`config.mk`:
```
export PLATFORM = sky130hd
export DESIGN_NAME = atm_txn_arbiter
export DESIGN_NICKNAME = d
export VERILOG_FILES = /design/src/rtl/atm_txn_arbiter.sv
export SDC_FILE = /design/constraint.sdc
export NUM_CORES = 1
export LEC_CHECK = 0
export CORE_MARGIN = 2
export CORE_UTILIZATION = 39
export CTS_BUF_LIST = sky130_fd_sc_hd__clkbuf_8
export DETAILED_ROUTE_END_ITERATION = 10
export PLACE_DENSITY = 0.55
export SETUP_SLACK_MARGIN = 0.4
export SYNTH_ARGS = -nofsm -noshare
export SYNTH_HDL_FRONTEND = slang
export SYNTH_SLANG_ARGS = --single-unit
```
`constraint.sdc`:
```
create_clock -name clk -period 6.9 [get_ports clk]
set_input_delay 1.035 -clock clk [delete_from_list [all_inputs] [get_ports clk]]
set_output_delay 1.035 -clock clk [all_outputs]
set_load 0.005 [all_outputs]
```
`src/rtl/atm_txn_arbiter.sv`:
```
// Round-robin transaction controller: N_TERM ATM terminals share one 10-entry
// account/PIN/balance ledger, with a login session and lockout count per terminal.
module atm_txn_arbiter #(
    parameter int N_TERM = 4,
    parameter int BAL_W  = 16
) (
    input  logic                    clk,
    input  logic                    rst_n,
    input  logic [N_TERM-1:0]       req,
    input  logic [3*N_TERM-1:0]     req_op,
    input  logic [12*N_TERM-1:0]    req_acc,
    input  logic [4*N_TERM-1:0]     req_pin,
    input  logic [BAL_W*N_TERM-1:0] req_amt,
    output logic [N_TERM-1:0]       gnt,
    output logic [N_TERM-1:0]       done,
    output logic [1:0]              rsp_status,
    output logic [BAL_W-1:0]        rsp_balance,
    output logic                    busy
);
    localparam int TW    = (N_TERM > 1) ? $clog2(N_TERM) : 1;
    localparam int N_ACC = 10;

    localparam logic [2:0] OP_LOGIN    = 3'b001;
    localparam logic [2:0] OP_BALANCE  = 3'b011;
    localparam logic [2:0] OP_WITHDRAW = 3'b100;
    localparam logic [2:0] OP_DEPOSIT  = 3'b101;
    localparam logic [2:0] OP_LOGOUT   = 3'b110;

    localparam logic [1:0] ST_OK       = 2'b00;
    localparam logic [1:0] ST_BAD_CRED = 2'b01;
    localparam logic [1:0] ST_REFUSED  = 2'b10;
    localparam logic [1:0] ST_BAD_OP   = 2'b11;

    typedef enum logic [1:0] {IDLE, LOOKUP, EXEC, RESP} state_t;
    state_t state, state_next;

    logic [TW-1:0]    ptr, cur, pick;
    logic             any_req;
    logic [2:0]       cap_op, pick_op;
    logic [11:0]      cap_acc;
    logic [3:0]       cap_pin;
    logic [BAL_W-1:0] cap_amt;
    logic [3:0]       k;
    logic [BAL_W-1:0] bal [N_ACC];
    logic [N_TERM-1:0] sess_valid;
    logic [3:0]       sess_idx [N_TERM];
    logic [1:0]       fail_cnt [N_TERM];

    logic             acc_hit, pin_hit;
    logic [3:0]       sidx;
    logic [BAL_W-1:0] sbal;
    logic [BAL_W:0]   dep_sum;
    logic [1:0]       ex_status;
    logic [BAL_W-1:0] ex_balance, ex_newbal;
    logic             ex_wr, ex_logout;

    // Account numbers live in a constant table; only balances are writable.
    function automatic logic [11:0] acc_of(input logic [3:0] i);
        case (i)
            4'd0:    return 12'd2749;
            4'd1:    return 12'd2175;
            4'd2:    return 12'd2429;
            4'd3:    return 12'd2125;
            4'd4:    return 12'd2178;
            4'd5:    return 12'd2647;
            4'd6:    return 12'd2816;
            4'd7:    return 12'd2910;
            4'd8:    return 12'd2299;
            4'd9:    return 12'd2689;
            default: return 12'd0;
        endcase
    endfunction

    function automatic logic [BAL_W-1:0] bal_init(input logic [3:0] i);
        case (i)
            4'd0:    return BAL_W'(5000);
            4'd1:    return BAL_W'(10000);
            4'd2:    return BAL_W'(6500);
            4'd3:    return BAL_W'(4000);
            4'd4:    return BAL_W'(40000);
            4'd5:    return BAL_W'(550);
            4'd6:    return BAL_W'(400);
            4'd7:    return BAL_W'(620);
            4'd8:    return BAL_W'(8800);
            4'd9:    return BAL_W'(7200);
            default: return '0;
        endcase
    endfunction

    function automatic logic [TW-1:0] rr_idx(input logic [TW-1:0] base, input int j);
        int t;
        t = (int'(base) + j) % N_TERM;
        return TW'(t);
    endfunction

    // Scan from lowest to highest priority so the highest-priority requester wins.
    always_comb begin
        any_req = 1'b0;
        pick    = ptr;
        for (int j = N_TERM - 1; j >= 0; j--) begin
            if (req[rr_idx(ptr, j)]) begin
                any_req = 1'b1;
                pick    = rr_idx(ptr, j);
            end
        end
    end

    always_ff @(posedge clk) begin
        if (!rst_n) state <= IDLE;
        else        state <= state_next;
    end

    always_comb begin
        state_next = state;
        pick_op    = req_op[3*pick +: 3];
        acc_hit    = (acc_of(k) == cap_acc);
        pin_hit    = (k == cap_pin);
        sidx       = sess_idx[cur];
        sbal       = bal[sidx];
        dep_sum    = {1'b0, sbal} + {1'b0, cap_amt};
        ex_status  = ST_OK;
        ex_balance = '0;
        ex_newbal  = sbal;
        ex_wr      = 1'b0;
        ex_logout  = 1'b0;

        case (state)
            IDLE:    if (any_req)
                         state_next = (pick_op == OP_LOGIN && fail_cnt[pick] != 2'd3) ? LOOKUP : EXEC;
            LOOKUP:  if (acc_hit || k == 4'd9) state_next = RESP;
            EXEC:    state_next = RESP;
            RESP:    state_next = IDLE;
            default: state_next = IDLE;
        endcase

        // A LOGIN only reaches EXEC when the terminal is locked out.
        case (cap_op)
            OP_LOGIN:    ex_status = ST_REFUSED;
            OP_BALANCE:  if (!sess_valid[cur]) ex_status = ST_REFUSED;
                         else                  ex_balance = sbal;
            OP_WITHDRAW: if (!sess_valid[cur]) ex_status = ST_REFUSED;
                         else if (cap_amt <= sbal) begin
                             ex_newbal  = sbal - cap_amt;
                             ex_wr      = 1'b1;
                             ex_balance = ex_newbal;
                         end else begin
                             ex_status  = ST_REFUSED;
                             ex_balance = sbal;
                         end
            OP_DEPOSIT:  if (!sess_valid[cur]) ex_status = ST_REFUSED;
                         else if (cap_amt >= BAL_W'(100) && cap_amt <= BAL_W'(10000) && !dep_sum[BAL_W]) begin
                             ex_newbal  = dep_sum[BAL_W-1:0];
                             ex_wr      = 1'b1;
                             ex_balance = ex_newbal;
                         end else begin
                             ex_status  = ST_REFUSED;
                             ex_balance = sbal;
                         end
            OP_LOGOUT:   ex_logout = 1'b1;
            default:     ex_status = ST_BAD_OP;
        endcase
    end

    always_ff @(posedge clk) begin
        if (!rst_n) begin
            ptr         <= '0;
            cur         <= '0;
            cap_op      <= '0;
            cap_acc     <= '0;
            cap_pin     <= '0;
            cap_amt     <= '0;
            k           <= '0;
            gnt         <= '0;
            rsp_status  <= ST_OK;
            rsp_balance <= '0;
            sess_valid  <= '0;
            for (int i = 0; i < N_TERM; i++) begin
                sess_idx[i] <= '0;
                fail_cnt[i] <= '0;
            end
            for (int i = 0; i < N_ACC; i++) bal[i] <= bal_init(4'(i));
        end else begin
            gnt <= '0;
            case (state)
                IDLE: if (any_req) begin
                    cur     <= pick;
                    ptr     <= rr_idx(pick, 1);
                    gnt     <= N_TERM'(1) << pick;
                    cap_op  <= pick_op;
                    cap_acc <= req_acc[12*pick +: 12];
                    cap_pin <= req_pin[4*pick +: 4];
                    cap_amt <= req_amt[BAL_W*pick +: BAL_W];
                    k       <= '0;
                end
                LOOKUP: begin
                    k <= k + 4'd1;
                    if (acc_hit && pin_hit) begin
                        sess_valid[cur] <= 1'b1;
                        sess_idx[cur]   <= k;
                        fail_cnt[cur]   <= '0;
                        rsp_status      <= ST_OK;
                        rsp_balance     <= bal[k];
                    end else if (acc_hit || k == 4'd9) begin
                        sess_valid[cur] <= 1'b0;
                        if (fail_cnt[cur] != 2'd3) fail_cnt[cur] <= fail_cnt[cur] + 2'd1;
                        rsp_status      <= ST_BAD_CRED;
                        rsp_balance     <= '0;
                    end
                end
                EXEC: begin
                    rsp_status  <= ex_status;
                    rsp_balance <= ex_balance;
                    if (ex_wr)     bal[sidx]       <= ex_newbal;
                    if (ex_logout) sess_valid[cur] <= 1'b0;
                end
                default: ;
            endcase
        end
    end

    assign done = (state == RESP) ? (N_TERM'(1) << cur) : '0;
    assign busy = (state != IDLE);
endmodule

```
# Word-level counts from Yosys, hierarchy flattened

Memories as Yosys holds them, arrays and structs flattened. A register that Yosys moved wholly into a read port is not among the register bits.
Cells that the tools add are included.

Bits in read-only memories: 176
Memories kept: 4
Bits in writable memories: 184
Register bits after elaboration: 71
Word-level logic and storage cells: 184
Bits in latches: 0
Output and inout bits: 27

Equal/unequal tests: 18
Reductions and logical operators: 20
Shift-type cells: 6
Mux-type cells: 101
Multiply operators: 2
Add/subtract/negate cells: 8
Bitwise gates (word level): 4
Divide/modulo/power cells: 0
Order comparisons: 9

Memories:

| name            | words | bits a word | read ports | clocked after memory_dff | wr ports | line | text |
|---|---|---|---|---|---|---|---|
| (no name shown) | 16    | 11          | 1          | 1                        | 0        | 59   | `case (i)` |
| bal             | 10    | 16          | 2          | 1                        | 10       | 44   | `logic [BAL_W-1:0] bal [N_ACC];` |
| sess_idx        | 4     | 4           | 1          | 1                        | 4        | 46   | `logic [3:0] sess_idx [N_TERM];` |
| fail_cnt        | 4     | 2           | 2          | 1                        | 4        | 47   | `logic [1:0] fail_cnt [N_TERM];` |

Operators with widths:

| cell                                                                | number |
|---|---|
| 2-to-1 mux 16 bit                                                   | 20 |
| case mux 16 bit (2 select lines)                                    | 2 |
| variable part select 64 x 7 -> 16 bit                               | 1 |
| case mux 16 bit (3 select lines)                                    | 1 |
| variable part select 48 x 7 -> 12 bit                               | 1 |
| 2-to-1 mux 2 bit                                                    | 22 |
| 2-to-1 mux 4 bit                                                    | 11 |
| 2-to-1 mux 1 bit                                                    | 33 |
| adder 16 x 16 -> 17 bit                                             | 1 |
| greater-or-equal comparator 16 x 7 -> 1 bit (second input constant) | 1 |
| less-or-equal comparator 16 x 14 -> 1 bit (second input constant)   | 1 |
| less-or-equal comparator 16 bit                                     | 1 |
| case mux 4 bit (2 select lines)                                     | 2 |
| OR reduction 16 bit                                                 | 1 |
| variable part select 16 x 5 -> 4 bit                                | 1 |
| subtractor 16 bit                                                   | 1 |
| less-than comparator 2 x 3 -> 1 bit (second input constant)         | 5 |
| equality test 12 bit                                                | 1 |
| variable part select 12 x 5 -> 3 bit                                | 1 |
| binary-select mux 1 bit (select 2 bit)                              | 5 |
| != test 2 bit (second input constant)                               | 5 |
| case mux 2 bit (5 select lines)                                     | 1 |
| equality test 3 bit (second input constant)                         | 3 |
| multiplier 2 x 2 -> 4 bit (first input constant)                    | 2 |
| other kinds (29)                                                    | 45 |

# Depth between registers and ports, before layout

Depth in word-level cells: 14
Depth in mapped cells: 22
Mapped depth without buffers: 16

# Worst setup path before layout

Ideal clock, no wire load.

Kind: reg2reg
From: register with a tool-made name
To: memory bal[10][0], enable pin
Path slack: 0.979 ns
Data required time: 6.491 ns
Cell stages (with the launch flop): 20
Data arrival time: 5.511 ns
Cell sequence: dfxtp_1 -> buf_6 -> mux4_2 -> buf_4 -> buf_2 -> mux4_2 -> mux2_2 -> nand2_1 -> o21ai_0 -> ha_1 -> buf_2 -> nor2_1 -> a221oi_1 -> a21oi_1 -> o211ai_1 -> o211ai_1 -> or3_1 -> buf_2 -> buf_1 -> nor3_1

RTL lines:

| element       | line |
|---|---|
| end, declared | 44 |

==> results.toml <==
[clocking]
cts.sinks = 368
cts_root_buf = "clkbuf_8"
cts-buffers-inserted = 61
h-tree-depth = 2
clk_pin_slew_ns = 0.06
clkLatencyLatePin_ns = 0.71
clock_path_buffers = 3
ctsHoldBuffers = 0
cts_tree = "done"

[critical_path]
critPathTopFamily = "compound AO/OA/AOI/OAI gates"
r2r_cells = 16
path_depth = 16
path_cells = "mux4_4, buf_4, a211oi_1, a211oi_1, nor3_2, inv_1, ha_2, or3b_2, a31oi_1, a211oi_1, a21boi_0, buf_4, nor4_1, o2bb2ai_1, a2bb2oi_2, nand2_1"
arrival_ns = 6.52
cp_max_fo = 30
crit_end = "bal[15][5]"
critPathMostFrequentCell = "a211oi_1"
cpPeakStageDelay_ns = 0.91
path_class = "reg -> reg"
cp.buffers_inverters = 3
r2r_setup_slack_ns = 0.77
regToRegEndpoint = "bal[15][5]"
cp-start-kind = "register"
crit_required_ns = 7.28
slowest_stage = "mux4_4"
setup.worst_path.end_class = "register"

[yosys]
yosysSeqAreaShare = 0.4824
synth_fp_nets = 2112
synth_cell_type_count = 91
yosysWarnings = 0
synth-seq-cells = 368
synthFlopType = "edfxtp_1"
syn_area_um2 = 21080
synth_edf_count = 280
syn_area_per_cell_um2 = 10.96
synthArstFlopShare = 0
syn_inst = 1923

[route]
wl_per_cell_um = 24.92
ant_nets = 0
drt_iter0_drc = 1852
vias = 17010
first_pass_iters = 5
viasPerCell = 5.921
routed_wl_um = 71610
drc = 0

[power]
switchingPower_uw = 4205
intPower_uw = 5250
seqPwrFrac = 0.294
leakagePower_uw = 0.008819
ir_drop_mv = 0.1488
combPwrFrac = 0.506
pwr-share-clk = 0.200
p_per_area_nw_per_um2 = 375.6
swShare = 0.4448

[placement]
dp_hpwl_um = 52970
gp_congestion = 0.9053
place_inst = 2758
port_buffers = 172

[floorplan]
rows = 85
pin_count = 173
start_util = 0.3933
die_w_um = 236.5
die_h_um = 236.5
die-area_um2 = 55930
coreArea_um2 = 53600

[final_layout]
layout-drive-gt1-share = 0.1732
layoutNonFillerInstCount = 2873
final_core_util = 0.4696
area_delta_synth_final_pct = 19.39
diodes = 0
final_nets = 2315

[sta]
finalCritPeriodShare = 0.8890
drv_slew = 0
worst_pin_slew_ns = 1.116
relSlewSlack = 0.2551
hold_slack_ns = 0.4679
hold_viol = 0
setup_tns_ns = 0
fmax_mhz = 163.0
finClkSkew_ns = 0.05787
setup_viol = 0
rsz0062_at_grt = "no"
period_minus_slack_ns = 6.134

[grt]
grt_overflow = 0
grt_pass1_wl_um = 106800
grt_pass1_vias = 16660
grt_max_degree = 65
grt_antenna_before_repair = 0
grtUsageTotal = 0.2533

[hold_path]
hold_path_class = "reg -> reg"

[outcome]
status = "finished, final reports clean"

[job]
maxCapViolCount = 0
## tightest hold or removal path, stage by stage, from the launching register on
cell and delay (ns):
dfxtp_1 0.31, nand2_1 0.05, a21oi_1 0.06
## layout by cell type (no fill, tap or decap), types with 6 or more instances in the layout
cell,n
or3_1,11
clkdlybuf4s50_1,172
nor3_1,35
nand3b_1,6
edfxtp_1,280
xor2_1,11
or4_1,6
nand2b_1,18
clkinv_1,13
a21oi_1,100
dfxtp_1,85
nand2_1,298
buf_4,105
nor2b_1,26
o221ai_1,6
inv_1,81
clkinv_2,9
a221o_1,6
a31oi_1,8
nor4_1,13
and2_1,6
mux2i_1,50
mux4_2,127
a21o_1,13
o21ai_0,55
ha_1,38
nor2_1,170
a22oi_1,27
o211ai_1,12
o31a_1,6
mux2_2,13
a211oi_1,25
nand3_1,124
nand4_1,14
o21bai_1,6
clkbuf_8,65
## repair_timing
| item | in CTS | in global routing |
|---|---|---|
| gates resized for setup | 0 | 9 |
| setup buffers | 0 | 1 |
| setup endpoints to repair | 0 | 430 |
## worst min path at each step
stage / startpoint / endpoint / slack [ns] / cells past startpoint
finish: cap_acc[10] / cap_acc[10] / 0.47 / 2
global route: cap_acc[10] / cap_acc[10] / 0.49 / 2
CTS: cap_acc[10] / cap_acc[10] / 0.47 / 2
detailed placement: rsp_status[0] / rsp_status[0] / 0.46 / 2
global placement: rsp_status[0] / rsp_status[0] / 0.45 / 2
floorplan: cap_acc[10] / cap_acc[10] / 0.44 / 2
## layer usage
metal	part of all wire	track usage
met5	0	0
met1	0.42	0.3507
met4	0.030	0.08228
met2	0.45	0.3868
met3	0.10	0.06855
## power groups by stage
stage	Combinational (uW)	Sequential [uW]	Clock (uW)
floorplan	3190	2680	0
global placement	4650	2820	0
detailed placement	4670	2830	0
CTS	4700	2780	1940
global route	5150	2810	2040
finish	4780	2780	1890
## cell type report
| cell class | count | area (um2) |
|---|---|---|
| Sequential cell | 368 | 10180 |
| Timing Repair Buffer | 280 | 2570 |
| Clock inverter | 49 | 285.3 |
| Tap cell | 696 | 870.8 |
| Inverter | 60 | 225.2 |
| Clock buffer | 65 | 894.6 |
| Fill cell | 4969 | 28430 |
| Multi-Input combinational cell | 1355 | 10150 |
## cell families after synthesis
family	share of synthesized area
DFF	0.4824
AOI/OAI and AO/OA	0.1139
buffers and inverters	0.03982
and+or+nand+nor	0.1620
xor gates and xnor gates	0.006647
adders and majority gates	0.02671
muxes	0.1685
## per-stage QoR
| stage | total power (uW) | setup slack, ns | instance area (um2) |
|---|---|---|---|
| floorplan | 5866 | 0.9794 | 21080 |
| global placement | 7474 | 0.4920 | 23940 |
| detailed placement | 7500 | 0.4184 | 23940 |
| CTS | 9423 | 0.4389 | 25120 |
| global route | 10000 | 0.5065 | 25170 |
| finish | 9455 | 0.7657 | 25170 |
## sequential cells by signal (all words and copies together) (netlist names), 4 cells and up, named ones only
name	count
bal	256
k	4
cap_pin	4
fail_cnt	8
sess_idx	16
cap_amt	16
gnt	4
cap_acc	12
rsp_balance	16
## Yosys cell counts (8+ instances only)
| cell | n | area share |
|---|---|---|
| a22oi_1 | 27 | 0.0096 |
| nor4_1 | 13 | 0.0039 |
| o21ai_0 | 56 | 0.013 |
| clkbuf_1 | 78 | 0.014 |
| a31oi_1 | 8 | 0.0024 |
| a21o_1 | 13 | 0.0046 |
| or3_1 | 11 | 0.0033 |
| a211oi_1 | 25 | 0.0089 |
| ha_1 | 41 | 0.024 |
| mux4_2 | 129 | 0.14 |
| nand2b_1 | 18 | 0.0053 |
| nand4_1 | 14 | 0.0042 |
| edfxtp_1 | 280 | 0.40 |
| buf_2 | 37 | 0.0088 |
| nor2b_1 | 26 | 0.0077 |
| nor2_1 | 173 | 0.031 |
| o211ai_1 | 12 | 0.0043 |
| nand3_1 | 124 | 0.029 |
| mux2_2 | 13 | 0.0069 |
| buf_1 | 17 | 0.0030 |
| nand2_1 | 298 | 0.053 |
| inv_1 | 59 | 0.011 |
| nor3_1 | 38 | 0.0090 |
| a21oi_1 | 102 | 0.024 |
| mux2i_1 | 50 | 0.024 |
| dfxtp_1 | 88 | 0.084 |
| xor2_1 | 11 | 0.0046 |
No activity file was read; power rests on OpenSTA's default activity.
